## src/rtl/branch_predictor.sv

```systemverilog
// branch_predictor
//   Direct-mapped branch target buffer with a 2-bit saturating direction
//   counter per entry. Fetch looks up fetch_pc combinationally. The resolve
//   stage writes back outcomes, and the block flags mispredicts and supplies
//   the refetch PC. It also keeps saturating branch and mispredict counters.
//
// Ports
//   CLK, nRST        clock (rising edge), asynchronous active-low reset
//   fetch_pc         PC being fetched
//   pred_taken       lookup result: predicted taken
//   pred_npc         lookup result: predicted next PC
//   upd_en           one cycle per resolving control-flow instruction
//   upd_pc           PC of the resolving instruction
//   upd_taken        actual outcome
//   upd_target       actual target
//   upd_pred_taken   prediction carried with the instruction
//   upd_pred_npc     predicted next PC carried with the instruction
//   mispredict       resolution disagrees with the carried prediction
//   correct_pc       PC to refetch on a mispredict
//   clear            synchronous invalidate of all entries
//   branch_cnt       number of upd_en cycles (saturating)
//   mispred_cnt      number of mispredict cycles (saturating)
module branch_predictor #(
    parameter int unsigned ENTRIES   = 16,
    parameter logic [1:0]  CTR_INIT  = 2'b01,
    parameter logic [1:0]  ALLOC_CTR = 2'b10
) (
    input  logic        CLK,
    input  logic        nRST,
    input  logic [31:0] fetch_pc,
    output logic        pred_taken,
    output logic [31:0] pred_npc,
    input  logic        upd_en,
    input  logic [31:0] upd_pc,
    input  logic        upd_taken,
    input  logic [31:0] upd_target,
    input  logic        upd_pred_taken,
    input  logic [31:0] upd_pred_npc,
    output logic        mispredict,
    output logic [31:0] correct_pc,
    input  logic        clear,
    output logic [31:0] branch_cnt,
    output logic [31:0] mispred_cnt
);

    localparam int unsigned IW = $clog2(ENTRIES);
    localparam int unsigned TW = 32 - IW - 2;

    logic [ENTRIES-1:0] valid_q, valid_d;
    logic [TW-1:0]      tag_q    [ENTRIES];
    logic [TW-1:0]      tag_d    [ENTRIES];
    logic [31:0]        target_q [ENTRIES];
    logic [31:0]        target_d [ENTRIES];
    logic [1:0]         ctr_q    [ENTRIES];
    logic [1:0]         ctr_d    [ENTRIES];
    logic [31:0]        branch_cnt_q, branch_cnt_d;
    logic [31:0]        mispred_cnt_q, mispred_cnt_d;

    logic [IW-1:0] fidx, uidx;
    logic [TW-1:0] ftag, utag;
    logic          fhit, uhit;

    assign fidx = fetch_pc[IW+1:2];
    assign ftag = fetch_pc[31:IW+2];
    assign uidx = upd_pc[IW+1:2];
    assign utag = upd_pc[31:IW+2];

    // Lookup reads registered state only, so a same-cycle update to the
    // same index is not visible until the following cycle.
    assign fhit       = valid_q[fidx] && (tag_q[fidx] == ftag);
    assign pred_taken = fhit && ctr_q[fidx][1];
    assign pred_npc   = pred_taken ? target_q[fidx] : fetch_pc + 32'd4;

    assign uhit       = valid_q[uidx] && (tag_q[uidx] == utag);
    assign mispredict = upd_en && ((upd_taken != upd_pred_taken) ||
                                   (upd_taken && (upd_target != upd_pred_npc)));
    assign correct_pc = upd_taken ? upd_target : upd_pc + 32'd4;

    assign branch_cnt  = branch_cnt_q;
    assign mispred_cnt = mispred_cnt_q;

    always_comb begin
        valid_d  = valid_q;
        tag_d    = tag_q;
        target_d = target_q;
        ctr_d    = ctr_q;
        if (clear) begin
            // Clear takes priority over a simultaneous update.
            valid_d = '0;
            for (int unsigned i = 0; i < ENTRIES; i++) begin
                ctr_d[i] = CTR_INIT;
            end
        end else if (upd_en) begin
            if (uhit) begin
                if (upd_taken) begin
                    ctr_d[uidx]    = (ctr_q[uidx] == 2'd3) ? 2'd3 : ctr_q[uidx] + 2'd1;
                    target_d[uidx] = upd_target;
                end else begin
                    ctr_d[uidx] = (ctr_q[uidx] == 2'd0) ? 2'd0 : ctr_q[uidx] - 2'd1;
                end
            end else if (upd_taken) begin
                valid_d[uidx]  = 1'b1;
                tag_d[uidx]    = utag;
                target_d[uidx] = upd_target;
                ctr_d[uidx]    = ALLOC_CTR;
            end
        end
    end

    always_comb begin
        branch_cnt_d  = branch_cnt_q;
        mispred_cnt_d = mispred_cnt_q;
        if (upd_en && (branch_cnt_q != '1)) begin
            branch_cnt_d = branch_cnt_q + 32'd1;
        end
        if (mispredict && (mispred_cnt_q != '1)) begin
            mispred_cnt_d = mispred_cnt_q + 32'd1;
        end
    end

    always_ff @(posedge CLK or negedge nRST) begin
        if (!nRST) begin
            valid_q       <= '0;
            branch_cnt_q  <= '0;
            mispred_cnt_q <= '0;
            for (int unsigned i = 0; i < ENTRIES; i++) begin
                tag_q[i]    <= '0;
                target_q[i] <= '0;
                ctr_q[i]    <= CTR_INIT;
            end
        end else begin
            valid_q       <= valid_d;
            branch_cnt_q  <= branch_cnt_d;
            mispred_cnt_q <= mispred_cnt_d;
            for (int unsigned i = 0; i < ENTRIES; i++) begin
                tag_q[i]    <= tag_d[i];
                target_q[i] <= target_d[i];
                ctr_q[i]    <= ctr_d[i];
            end
        end
    end

endmodule

```

## config.mk

```make
export PLATFORM = sky130hd
export DESIGN_NAME = branch_predictor
export DESIGN_NICKNAME = d
export VERILOG_FILES = /design/src/rtl/branch_predictor.sv
export SDC_FILE = /design/constraint.sdc
export NUM_CORES = 2
export LEC_CHECK = 0
export BUFFER_PORTS_ARGS = -buffer_cell sky130_fd_sc_hd__clkbuf_2
export CAP_MARGIN = 10
export CORE_ASPECT_RATIO = 0.7
export CORE_MARGIN = 4
export CORE_UTILIZATION = 45
export DETAILED_ROUTE_END_ITERATION = 7
export GPL_TIMING_DRIVEN = 0
export HOLD_SLACK_MARGIN = 0.02
export REMOVE_ABC_BUFFERS = 1
export SLEW_MARGIN = 20
export SYNTH_ARGS = -nofsm -noshare
export SYNTH_HDL_FRONTEND = slang
export SYNTH_SLANG_ARGS = --single-unit
```

## constraint.sdc

```tcl
create_clock -name CLK -period 5.3 [get_ports CLK]
set_input_delay 0.53 -clock CLK [delete_from_list [all_inputs] [get_ports CLK]]
set_output_delay 0.53 -clock CLK [all_outputs]
set_load 0.005 [all_outputs]
```

======== After elaboration in Yosys (flattened, before gate mapping) ========
Cells that the tools add are included.
operators by class
  $lt $le $gt $ge ......................... 6
  reductions and logical operators ........ 18
  $add $sub $neg .......................... 6
  muxes and demuxes ....................... 44
  bitwise logic cells ..................... 8
  equal/unequal tests ..................... 8
operators with widths
  kind                                                 number
  bitwise mux 512 bit                                  1
  bitwise mux 416 bit                                  1
  two-way mux 32 bit                                   10
  binary-select mux 26 bit (select 4 bit)              2
  two-way mux 26 bit                                   5
  binary-select mux 32 bit (select 4 bit)              1
  demux 32 bit (select 4 bit)                          1
  demux 26 bit (select 4 bit)                          1
  adder 32 x 1 -> 32 bit (second input constant)       2
  adder 32 x 3 -> 32 bit (second input constant)       2
  bitwise mux 32 bit                                   2
  two-way mux 16 bit                                   4
  != test 32 bit (second input constant)               2
  == test 26 bit                                       2
  != test 32 bit                                       1
  bitwise OR 16 bit                                    2
  bitwise AND 16 bit                                   1
  binary-select mux 2 bit (select 4 bit)               2
  inverter 16 bit                                      1
  two-way mux 2 bit                                    7
  >= comparator 5 bit (second input constant)          2
  < comparator 4 x 5 -> 1 bit (second input constant)  2
  inverter 4 -> 5 bit                                  2
  logical AND 1 bit                                    9
  other kinds (19)                                     25
word-level totals
  flip-flop bits (word level) ............. 1,040
  input port bits ......................... 134
  output and inout port bits .............. 130

======== Longest topological paths before layout ========
  depth in word-level cells ............... 11
  gate-level depth with buffers ........... 16

======== Worst setup path after synthesis ========
No wires, ideal clock.
  kind .................................... input-to-output
  start ................................... in fetch_pc[2]
  end ..................................... out pred_npc[0]
  buffers on the path ..................... 6
  arrival time ............................ 3,766 ps
  path slack .............................. 1,004 ps
  stages .................................. 9
  cell sequence ........................... clkbuf_1 > buf_2 > buf_2 > clkbuf_1 > clkbuf_1 > buf_1 > mux4_2 > mux4_2 > mux2_2
between the ends
  longest elaborated chain between the ends .. 8
  elaborated cells between the ends (all ways) .. 16
RTL lines
  element                                                 RTL line    source
  from (decl)                                             30          input logic [31:0] fetch_pc,
  inverter 4 -> 5 bit (implied by the code)               70, 71, 72
  binary-select mux 26 bit (select 4 bit)                 70          assign fhit = valid_q[fidx] && (tag_q[fidx] == ftag);
  two-way mux 26 bit (implied by the code) (2 in series)  70
  == test 26 bit                                          70
  logical AND 1 bit                                       70
  logical AND 1 bit                                       71          assign pred_taken = fhit && ctr_q[fidx][1];
  two-way mux 32 bit (*)                                  72          assign pred_npc = pred_taken ? target_q[fidx] : fetch_pc + 32'd4;
  to (decl)                                               32          output logic [31:0] pred_npc,
Mark *: on every way between the ends. The rest lies on a longest branch, timed or not. The select of a mux whose other input is x is not followed.

======== Worst setup path after layout ========
  start ................................... in upd_pc[5]
  end ..................................... reg tag_q[99] in the netlist's numbering
between the ends
  longest elaborated chain between the ends .. 8
  elaborated cells between the ends (all ways) .. 16
RTL lines
  element                                                 RTL line  source
  from (decl)                                             34        input logic [31:0] upd_pc,
  inverter 4 -> 5 bit (implied by the code)               74, 103
  binary-select mux 26 bit (select 4 bit)                 74        assign uhit = valid_q[uidx] && (tag_q[uidx] == utag);
  two-way mux 26 bit (implied by the code) (2 in series)  74
  == test 26 bit                                          74
  logical AND 1 bit                                       74
  inverter 1 bit (no line)                                n/a
  AND reduction 4 bit (no line)                           n/a
  to (signal, indexed assignment)                         136       tag_q[i] <= tag_d[i];
  to (decl)                                               50        logic [TW-1:0] tag_q [ENTRIES];
Several ways; a longest one is shown, not always the timed one. The select of a mux whose other input is x is not followed.
A chain may end at the register's enable or synchronous reset.

==> flow_summary.json <==
{
  "insertion_delay_ns": 0.73,
  "rows": 106,
  "cts_tree": "yes",
  "grt_pass1_vias": 35305,
  "dp_hpwl_um": 112000,
  "hold_slack_ns": 0.340,
  "ant_nets": 0,
  "routedWlPerCell_um": 30.4,
  "grt_first_pass_wirelength_um": 253000,
  "synth-seq-cells": 1040,
  "end_kind": "flop",
  "cp.required_ns": 5.89,
  "avgSynthCellArea_sq_um": 14.4,
  "vias_per_cell": 6.22,
  "ys_warn_count": 0,
  "cts_buffer_depth": 3,
  "timing.final.crit_share_pct": 100,
  "die_area_sq_um": 127000,
  "tns_ns": 0,
  "wl_um": 171000,
  "status": "finished clean",
  "r2r_cells": 13,
  "layout-drive-gt1-share_pct": 48.1,
  "p_clk_share_pct": 37.3,
  "ff2ff_setup_slack_ns": 0.08,
  "clock.fmax_ghz": 0.189,
  "ir_drop_uv": 273,
  "vias": 35093,
  "grt_use_total_pct": 27.0,
  "worst_slew_margin_rel_pct": 30.2,
  "switchingPower_mw": 5.54,
  "initialDrtViolationCount": 3602,
  "worstReg2RegEnd": "tag_q[99]",
  "antenna_found_initial": 8,
  "hold_viol": 0,
  "cts_sinks": 1040,
  "path_clk_slew_ns": 0.06,
  "io_pins": 264,
  "setup_violations": 0,
  "grt_max_degree": 91,
  "slew_violations": 0,
  "die_x_um": 424,
  "combPwrFrac_pct": 16.8,
  "final_common_cell": "dfrtp_1",
  "cap_violations": 0,
  "hold_class": "input pin to asynchronous set/reset pin",
  "final_cell_mix": "1024 x dfrtp_1, 745 x mux2_2, 386 x mux4_2",
  "place.gp.congestion": 0.901,
  "synth_ff_type": "dfrtp_1",
  "arrival_ns": 5.89,
  "cts_buffers": 105,
  "rsz0062_at_grt": "false",
  "syn-cell-area_sq_um": 54400,
  "syn_inst": 3791,
  "critPathMaxFanout": 46,
  "min_period_ns": 5.30,
  "start_util_pct": 45.4,
  "worstReg2RegStart": "tag_q[107]",
  "finalClockSkew_ns": 0.0318,
  "grt_overflow": 0,
  "p_int_mw": 15.3,
  "htree_levels": 3,
  "areaGrowthSynthToFinish_pct": 15.0,
  "synth-async-reset-ratio_pct": 100,
  "yosysSeqAreaShare_pct": 47.9,
  "core_sq_um": 120000,
  "p_per_area_nw_per_um2": 332,
  "crit_path_start_kind": "input pin",
  "synthDistinctLibCells": 77,
  "drc_errors": 0,
  "finalPower_mw": 20.8,
  "root_buffer": "clkbuf_16",
  "dr.pass1.iters": 5,
  "swShare_pct": 26.6,
  "p_seq_share_pct": 46.0,
  "crit_type": "input pin to flop",
  "port_buffers": 263,
  "die_y_um": 299,
  "final_nets": 4070,
  "leakagePower_nw": 27.8,
  "synth_edf_count": 0,
  "worst_pin_slew_ns": 1.04
}
==> worst max path at each step <==
stage                startpoint            end  depth (start not counted)
finish                upd_pc[5]      tag_q[99]                         14
floorplan                 clear    target_q[0]                          4
global placement           nRST  target_q[129]                          1
CTS                 fetch_pc[2]   pred_npc[14]                         14
detailed placement  fetch_pc[2]   pred_npc[14]                         14
global route        fetch_pc[3]   pred_npc[14]                         14
==> power by group through the flow <==
stage               clock network, mW  registers (mW)  logic, mW
global placement                    0            9.68       3.42
detailed placement                  0            9.67       3.43
finish                           7.75            9.56       3.49
global route                     8.20            9.68       3.73
floorplan                           0            9.48       2.15
CTS                              7.87            9.54       3.47
==> worst max-delay path: stages <==
cell and delay [ns]:
clkbuf_4 0.68, mux4_2 0.42, mux2i_1 0.54, o22ai_1 0.16, a2111o_1 0.48, o31ai_2 0.70, o2111ai_4 0.50, nor2_8 0.47
buf_12 0.30, nor3_4 0.17, buf_8 0.18, buf_8 0.16, buf_8 0.16, mux2_4 0.29
==> synthesized netlist by cell type (all sizes together) (8+ instances only) <==
library cell	n	area (sq um)
nor2	59	248
buf	127	797
nand2	159	597
dfrtp	1024	25600
mux2i	65	651
a22o	8	70.1
xor2	54	473
and4	25	219
a21o	17	128
a211oi	21	158
a22oi	21	158
clkinv	8	30.0
or2	22	138
and2	19	119
inv	19	71.3
nor2b	12	75.1
mux2	915	10800
a31oi	20	125
nor3	28	262
and3	25	156
nand4	37	231
nor4	12	90.1
xnor2	142	1240
clkbuf	226	852
nand3	68	340
a21oi	9	45.0
o21ai	151	756
dfstp	16	420
mux4	386	8690
o22ai	21	131
==> logic make-up after synthesis <==
logic type	after synthesis	share of synthesized area [%]
xor gates and xnor gates	196	3.15
AOI/OAI and AO/OA	311	3.61
muxes	1366	37.1
DFF	1040	47.9
adders and majority gates	8	0.179
buffers and inverters	380	3.22
and+or+nand+nor	490	4.90
==> per-layer routing <==
| metal | global-route usage [%] | vias up | share of wire [%] |
|---|---|---|---|
| met5 | 0 | - | 0.016 |
| met3 | 5.94 | 263 | 7.8 |
| met1 | 40.1 | 18943 | 45 |
| li1 | - | 14520 | - |
| met4 | 7.49 | 4 | 2.9 |
| met2 | 40.0 | 1363 | 45 |
==> registers in the layout, summed over array words and instances (netlist names) <==
register / cells
branch_cnt: 32
ctr_q: 32
mispred_cnt: 32
tag_q: 416
target_q: 512
valid_q: 16
==> per-stage QoR <==
step / instance area [sq um] / cells / util (%) / setup slack (ns)
after floorplan: 52800 / 3438 / - / 1.10
after global placement: 56100 / 5321 / 46.9 / -22.91
after detailed placement: 58700 / 5430 / 49.0 / -1.44
after CTS: 62400 / 5632 / 52.1 / 0.0266
after global routing: 62600 / 5637 / 52.2 / 0.0287
final: 62600 / 5639 / 52.2 / 0.00144
==> final cells by class <==
type / instances / area, sq um
antenna: 4 / 10.0
multi-input combinational: 2373 / 27000
clock inverter: 35 / 417
clock buffer: 158 / 3130
inverter: 27 / 105
sequential: 1040 / 26000
timing repair buffer: 382 / 3840
fill: 10011 / 57200
tap: 1620 / 2030
==> timing repair <==
| item | in CTS | in global routing |
|---|---|---|
| setup buffers | 1 | 2 |
| gates cloned | 7 | 1 |
| pin swaps | 2 | 2 |
| setup endpoints to repair | 70 | 172 |
| hold buffers | 1 | 0 |
| hold endpoints to repair | 45 | 0 |
| gates resized for setup | 9 | 13 |
Note: power is estimated with default switching activity, not from simulation.
